**src/rtl/cmp_arbiter.sv**
```systemverilog
// ============================================================================
//  Module   : cmp_arbiter
//  Purpose  : Round-robin arbiter sharing one N-bit magnitude comparator
//             among R requesters. It accepts one compare request per cycle
//             and registers the eq/lt/gt result with the winner's ID behind
//             a valid/ready output channel.
//  Ports    : clk, rst_n          - clock, asynchronous active-low reset
//             req_valid[R]        - per-requester operand pair present
//             req_a/req_b[R*N]    - operands, requester i at [i*N +: N]
//             req_ready[R]        - one-hot (or zero) grant
//             rsp_valid/rsp_ready - result channel handshake
//             rsp_id              - requester index of the shown result
//             rsp_eq/lt/gt        - comparison result (exactly one set)
//             busy                - result pending or any request present
//  Config   : define CMP_SIGNED_EN for two's-complement signed compare;
//             unsigned compare otherwise.
//  Revision : 1.0 - initial release
// ============================================================================
`default_nettype none

module cmp_arbiter #(
   parameter int N = 8,
   parameter int R = 4,
   localparam int IDW = $clog2(R)
) (
   input  logic             clk,
   input  logic             rst_n,
   input  logic [R-1:0]     req_valid,
   input  logic [R*N-1:0]   req_a,
   input  logic [R*N-1:0]   req_b,
   output logic [R-1:0]     req_ready,
   output logic             rsp_valid,
   input  logic             rsp_ready,
   output logic [IDW-1:0]   rsp_id,
   output logic             rsp_eq,
   output logic             rsp_lt,
   output logic             rsp_gt,
   output logic             busy
);

   typedef enum logic [0:0] {
      S_EMPTY = 1'b0,
      S_FULL  = 1'b1
   } state_t;

   state_t           state_q, state_d;
   logic [IDW-1:0]   ptr_q, ptr_d;
   logic [IDW-1:0]   id_q, id_d;
   logic             eq_q, eq_d;
   logic             lt_q, lt_d;
   logic             gt_q, gt_d;

   logic [N-1:0]     w_a_arr [R];
   logic [N-1:0]     w_b_arr [R];
   logic [N-1:0]     w_a_sel;
   logic [N-1:0]     w_b_sel;
   logic [IDW-1:0]   w_cand;
   logic [IDW-1:0]   w_gnt_idx;
   logic             w_gnt_found;
   logic             w_can_accept;
   logic             w_accept;
   logic             w_eq, w_lt, w_gt;

   // Unpack the flat operand buses into per-requester words.
   generate
      for (genvar gi = 0; gi < R; gi++) begin : g_unpack
         assign w_a_arr[gi] = req_a[gi*N +: N];
         assign w_b_arr[gi] = req_b[gi*N +: N];
      end
   endgenerate

   // The result register can take a new value if it is empty or is being
   // drained this very cycle.
   assign w_can_accept = (state_q == S_EMPTY) || rsp_ready;

   // Round-robin search: first valid requester at or after ptr, wrapping.
   // R is a power of two, so the IDW-bit add wraps modulo R for free.
   always_comb begin
      w_gnt_found = 1'b0;
      w_gnt_idx   = '0;
      w_cand      = '0;
      for (int k = 0; k < R; k++) begin
         w_cand = ptr_q + IDW'(k);
         if (!w_gnt_found && req_valid[w_cand]) begin
            w_gnt_found = 1'b1;
            w_gnt_idx   = w_cand;
         end
      end
   end

   // rst_n gates the grant so nothing is handshaken while reset is held.
   assign w_accept  = rst_n && w_can_accept && w_gnt_found;
   assign req_ready = w_accept ? (R'(1) << w_gnt_idx) : '0;

   // Shared comparator on the winner's operands.
   assign w_a_sel = w_a_arr[w_gnt_idx];
   assign w_b_sel = w_b_arr[w_gnt_idx];
   assign w_eq    = (w_a_sel == w_b_sel);
`ifdef CMP_SIGNED_EN
   assign w_lt    = ($signed(w_a_sel) <  $signed(w_b_sel));
   assign w_gt    = ($signed(w_a_sel) >  $signed(w_b_sel));
`else
   assign w_lt    = (w_a_sel < w_b_sel);
   assign w_gt    = (w_a_sel > w_b_sel);
`endif

   // Next-state and result-load logic.
   always_comb begin
      state_d = state_q;
      ptr_d   = ptr_q;
      id_d    = id_q;
      eq_d    = eq_q;
      lt_d    = lt_q;
      gt_d    = gt_q;

      case (state_q)
         S_EMPTY: begin
            if (w_accept) begin
               state_d = S_FULL;
            end
         end
         S_FULL: begin
            // Drain and accept in the same cycle keeps FULL (no bubble).
            if (w_accept) begin
               state_d = S_FULL;
            end else if (rsp_ready) begin
               state_d = S_EMPTY;
            end
         end
         default: begin
            state_d = S_EMPTY;
         end
      endcase

      if (w_accept) begin
         id_d  = w_gnt_idx;
         eq_d  = w_eq;
         lt_d  = w_lt;
         gt_d  = w_gt;
         ptr_d = w_gnt_idx + IDW'(1);
      end
   end

   always_ff @(posedge clk or negedge rst_n) begin
      if (!rst_n) begin
         state_q <= S_EMPTY;
         ptr_q   <= '0;
         id_q    <= '0;
         eq_q    <= 1'b0;
         lt_q    <= 1'b0;
         gt_q    <= 1'b0;
      end else begin
         state_q <= state_d;
         ptr_q   <= ptr_d;
         id_q    <= id_d;
         eq_q    <= eq_d;
         lt_q    <= lt_d;
         gt_q    <= gt_d;
      end
   end

   assign rsp_valid = (state_q == S_FULL);
   assign rsp_id    = id_q;
   assign rsp_eq    = eq_q;
   assign rsp_lt    = lt_q;
   assign rsp_gt    = gt_q;
   assign busy      = rsp_valid || (|req_valid);

endmodule

`default_nettype wire

```
**config.mk**
```make
export PLATFORM = sky130hd
export DESIGN_NAME = cmp_arbiter
export DESIGN_NICKNAME = d
export VERILOG_FILES = /design/src/rtl/cmp_arbiter.sv
export SDC_FILE = /design/constraint.sdc
export NUM_CORES = 1
export LEC_CHECK = 0
export CORE_MARGIN = 1.5
export CORE_UTILIZATION = 38
export DETAILED_ROUTE_END_ITERATION = 6
export PLACE_DENSITY = 0.84
export SLEW_MARGIN = 20
export SYNTH_ARGS = -nofsm -noshare
export SYNTH_HDL_FRONTEND = slang
export SYNTH_SLANG_ARGS = --single-unit
```
**constraint.sdc**
```tcl
create_clock -name clk -period 5.9 [get_ports clk]
set_input_delay 1.18 -clock clk [delete_from_list [all_inputs] [get_ports clk]]
set_output_delay 1.18 -clock clk [all_outputs]
set_load 0.02 [all_outputs]
```
==> impl_metrics.toml, run 1 <==
[sta]
post-route-period-util_pct = 77.8
hold_viol_final = 0
relSlewSlack_pct = 57.3
tns_ns = 0
max_freq_ghz = 0.218
slew_violations = 0
period_needed_ns = 4.59
finClkSkew_ns = 0.00378
hold_slack_ns = 0.486
worstMarginPinSlew_ns = 0.625
setup_viol = 0
rsz0062_at_grt = "no"
worst_slack_ns = 1.31

[logic_synthesis]
synthesis.nets = 207
avgSynthCellArea_um2 = 9.48
synthFlopType = "dfrtp_1"
synthAdderAreaFrac_pct = 12.8
ys_types = 28
synth-seq-area-share_pct = 17.0
netlist_instances = 124
synth_xor_area_share_pct = 0
synth_top_area_cell = "mux2i_1"
synth_compound_area_share_pct = 7.34
syn-cell-area_mm2 = 0.00118
synth_top_area_share_pct = 34.9
synth_top_family_by_area = "multiplexers"
yosys.area_share.simple_pct = 13.5
synth-seq-cells = 8
synthMuxAreaShare_pct = 43.8
synth_edf_count = 0
synthArstFlopShare_pct = 100
synth_warnings = 0
synth.area.top_cells = "mux2i_1 35%, dfrtp_1 17%, ha_1 13%, mux2_2 7.7%, nand2_1 4.1%"

[critical_path]
cp-start-kind = "primary input"
worstReg2RegEnd = "rsp_lt"
r2r_cells = 12
end_kind = "output port"
worstPathMaxFanout = 20
cp_data_required_time_ns = 4.72
r2r_start = "ptr_q[1]"
crit_type = "primary input to output port"
worstPathArrival_ns = 3.41
r2r_slack_ns = 2.44

[routing]
via_per_inst = 5.06
drt_wl_total_um = 3180
drc_errors = 0
antenna_left = 0
vias = 1195
routedWlPerCell_um = 13.5
drt_iter0_drc = 24
first_pass_iters = 2

[grt]
first_global_vias = 1105
grt_usage_pct = 17.5
grt_pass1_wl_um = 4660
grt-ovfl-total = 0
antenna_found_initial = 0
grt_max_degree = 21

[placement]
place_congestion = 0.746
place_ws_ns = 1.13
dp_hpwl_um = 2690
portBuffers = 81
placed_area_mm2 = 0.00198
dpl.cell_count = 233

[die]
die_y_um = 58.6
initial_core_util_pct = 39.2
fp.dieW_um = 58.6
core_mm2 = 0.00300
dieArea_mm2 = 0.00344
ioPinCount = 82
row_count = 20

[cts]
cts-htree-levels = 1
cts-root-buf = "clkbuf_4"
cts_resized = 0
cts_setup_buffers = 0
clkLatencyLatePin_ns = 0.25
cts_buffer_depth = 2
cts.clk_slew.worst_paths_ns = 0.05
cts.sinks = 8
ctsHoldBuffers = 0
cts_tree = "done"
cts_buffers = 3

[final_layout]
finalInstanceArea_mm2 = 0.00201
drive_gt1_share_pct = 8.87
syn2layout_area_growth_pct = 70.5
nets = 288
n_fill_cell = 250
n_antenna_cell = 0
fin_cells = 236

[run_status]
outcome = "complete, no violations"

[hold_path]
min_from = "rsp_eq"
min_path_type = "flop to flop"
whs_endpoint = "rsp_eq"
min_path_cells = 2

[power]
worst_ir_drop_vdd_uv = 159
power_density_mw_per_mm2 = 247
p_leak_nw = 0.927

[job]
drv_cap = 0
[routing by layer]
layer  global-route usage, %  vias to the layer above  share of wire [%]
li1                        -                      615                  -
met1                    21.4                      523                 44
met2                    31.5                       53                 48
met3                    4.18                        4                8.4
met4                    2.92                        0               0.60
met5                       0                        -                  0
[metrics by stage]
step | total power [mW] | util, %
floorplan | 0.345 | -
global placement | 0.445 | 66.0
detailed placement | 0.460 | 66.0
CTS | 0.503 | 66.8
global route | 0.542 | 66.8
finish | 0.495 | 66.8
[report_power, final]
group          internal [mW]  switching (mW)  leakage, nW
logic                  0.199           0.170        0.816
registers             0.0716          0.0129       0.0968
clock network         0.0233          0.0185       0.0138
total                  0.294           0.201        0.927
[how the worst max path moves through the flow]
| stage | from | slack (ns) | depth (start not counted) | endpoint |
|---|---|---|---|---|
| after detailed placement | req_valid[0] | 1.13 | 13 | rsp_lt |
| after floorplan | req_valid[0] | 2.34 | 13 | rsp_lt |
| after global placement | req_valid[2] | 1.38 | 8 | req_ready[1] |
| after CTS | req_valid[0] | 1.31 | 8 | req_ready[1] |
| after global routing | req_valid[0] | 1.08 | 13 | rsp_gt |
| final | req_valid[0] | 1.31 | 8 | req_ready[1] |
[synthesized netlist by cell type (2+ instances only)]
library cell / instances
buf_4: 2
mux2_2: 8
nand4_1: 2
nand2_1: 13
dfrtp_1: 8
inv_1: 2
nor2_1: 5
a21oi_1: 7
buf_6: 3
o21ai_0: 2
and2_1: 4
ha_1: 12
mux2i_1: 41
[critical path, stage by stage]
cell and delay, ns:
clkdlybuf4s50_1 0.52, nand2_1 0.09, a21oi_1 0.17, a211o_2 0.44, inv_1 0.13, ha_1 0.21, and2_1 0.13, clkdlybuf4s50_1 0.53
[state kept, by name (all words and copies together), names as in the netlist]
name / flops
rsp_eq: 1
rsp_valid: 1
rsp_lt: 1
rsp_gt: 1
rsp_id: 2
ptr_q: 2
[cell families after synthesis]
kind of cell,after synthesis
muxes,50
and+or+nand+nor,31
AOI/OAI and AO/OA,14
adders and majority gates,12
buffers and inverters,9
DFF,8
[layout by cell type, fill, tap and decap left out, types with 2 or more instances in the layout]
master           instances
a21oi_1                  7
and2_1                   4
clkbuf_4                 3
clkdlybuf4s50_1         81
dfrtp_1                  8
ha_1                    12
inv_1                    2
mux2_2                   8
mux2i_1                 41
nand2_1                 13
nand4_1                  2
nor2_1                   5
o21ai_0                  2
[cell type report]
type,instances,area (µm²),area share [%]
well taps,33,41.3,2.06
repair buffers,82,818,40.8
multi-input cells,107,912,45.5
inverters,3,11.3,0.561
clock buffers,3,22.5,1.12
flip-flops and latches,8,200,9.98
(Power assumes the default switching activity.)
==> inputs of run 2 (changes only) <==
- CORE_UTILIZATION: 38 -> 32
- PLACE_DENSITY: 0.84 -> 0.75
- clock period: 5.9 -> 4.2 ns (I/O delays scaled with it)
==> impl_metrics.toml, run 2 (synthesized netlist as in run 1, its figures left out) <==
[critical_path]
critPathMaxStageDelay_ns = 0.57
cpMostUsedCell = "clkdlybuf4s50_1"
slowest_stage = "clkdlybuf4s50_1"
cp-start-kind = "primary input"
crit_type = "primary input to output port"
crit_chain = "clkdlybuf4s50_1 -> a21oi_1 -> a2bb2oi_1 -> inv_2 -> ha_1 -> and2_1 -> clkdlybuf4s50_1"
cp_data_required_time_ns = 3.36
worstPathArrival_ns = 3.04
worstPathMaxFanout = 19
end_kind = "output port"
cp_top_family = "buffers and inverters"
path_buf_inv = 3

[power]
worst_ir_drop_vdd_uv = 142
fin_total_pwr_uw = 754
power_density_mw_per_mm2 = 364
power_frac_comb_pct = 72.0
p_leak_nw = 0.950
p_sw_uw = 294
p_sw_share_pct = 39.0
internal-power_uw = 460
pwr-share-seq_pct = 15.7
clkPwrFrac_pct = 12.4

[final_layout]
seq_area_um2 = 200
syn2layout_area_growth_pct = 76.1
fin_cells = 252
nets = 291
final_common_cell = "clkdlybuf4s50_1"
layout_common_cells = "81 x clkdlybuf4s50_1, 41 x mux2i_1, 13 x nand2_1, 12 x ha_1"
multi_input_area_um2 = 920
n_antenna_cell = 0
fin_util_pct = 60.2
n_fill_cell = 331
drive_gt1_share_pct = 10.2

[sta]
tns_ns = 0
rsz0062_at_grt = "no"
slew_violations = 0
finClkSkew_ns = 0.000381
period_needed_ns = 3.88
relSlewSlack_pct = 70.8
setup_viol = 0
max_freq_ghz = 0.258
post-route-period-util_pct = 92.3
hold_viol_final = 0
worstMarginPinSlew_ns = 0.438

[grt]
grt_pass1_wl_um = 5330
grt_usage_pct = 16.5
first_global_vias = 1196
antenna_found_initial = 0
grt_max_degree = 24
grt-ovfl-total = 0

[hold_path]
min_path_type = "flop to flop"

[placement]
dp_hpwl_um = 2890
place_congestion = 0.814
dpl.cell_count = 249
portBuffers = 81

[routing]
first_pass_iters = 4
via_per_inst = 4.87
vias = 1226
drc_errors = 0
drt_iter0_drc = 28
antenna_left = 0
drt_wl_total_um = 3430
routedWlPerCell_um = 13.6

[cts]
cts_buffer_depth = 2
cts-htree-levels = 1
cts-root-buf = "clkbuf_8"
cts.clk_slew.worst_paths_ns = 0.04
cts.sinks = 8
clkLatencyLatePin_ns = 0.23
cts_tree = "done"
ctsHoldBuffers = 0
cts_buffers = 3
cts_setup_buffers = 0

[die]
dieArea_mm2 = 0.00405
row_count = 21
initial_core_util_pct = 34.2
ioPinCount = 82
core_mm2 = 0.00344
die_y_um = 63.6
fp.dieW_um = 63.6

[run_status]
outcome = "complete, no violations"

[job]
drv_cap = 0
## run 2: changes by cell type in the layout (fill, tap and decap cells not counted)
cell / change
clkbuf_8: +3
a211o_2: -1
a211o_4: +1
buf_4: +3
clkbuf_4: -3
## run 2: through the flow
stage	hold WS, ns	area (µm²)	setup WS [ns]
after floorplan	0.519	1180	0.975
after CTS	0.480	2060	0.221
after global routing	0.503	2070	0.166
after detailed placement	0.471	2020	0.164
final	0.475	2070	0.322
after global placement	0.471	2020	0.227
## run 2: area by class of cell
type                    instances  area share [%]
clock buffers                   3            1.99
inverters                       3           0.544
multi-input cells             107            44.4
flip-flops and latches          8            9.67
well taps                      46            2.78
repair buffers                 85            40.6
## run 2: worst paths after layout
kind	start	end	slack, ns	cells past startpoint
worst max-delay path	req_valid[2]	req_ready[1]	0.32	7
worst min-delay path	rsp_id[1]	rsp_id[1]	0.48	2
worst max register to register	ptr_q[1]	rsp_gt	1.21	12
worst min register to register	rsp_id[1]	rsp_id[1]	0.48	2
max in group asynchronous	rst_n	rsp_valid	3.15	2
min in group asynchronous	rst_n	rsp_eq	0.90	2
## run 2: timing repair
action / in CTS / in global routing
resized for setup: 0 / 1
endpoints found under the setup margin: 0 / 1
endpoints found under the hold margin: 0 / 0
## run 2: worst min-delay path, delay by kind of cell, from the launching register on
kind | cells | cell delay (ns)
flops | 1 | 0.33
compound gates | 1 | 0.06
simple gates | 1 | 0.05
## run 2: per-layer routing
| layer | vias to the layer above | GRT usage, % | wire, µm |
|---|---|---|---|
| li1 | 624 | - | - |
| met3 | 0 | 3.93 | 236 |
| met4 | 0 | 3.26 | 0 |
| met1 | 551 | 20.3 | 1420 |
| met5 | - | 0 | 0 |
| met2 | 51 | 29.1 | 1770 |
## run 2: power groups by stage
stage	Clock [mW]	Combinational [mW]	Sequential (mW)
global placement	0	0.526	0.119
detailed placement	0	0.543	0.120
floorplan	0	0.349	0.136
global route	0.100	0.602	0.122
finish	0.0932	0.543	0.118
CTS	0.0948	0.546	0.119
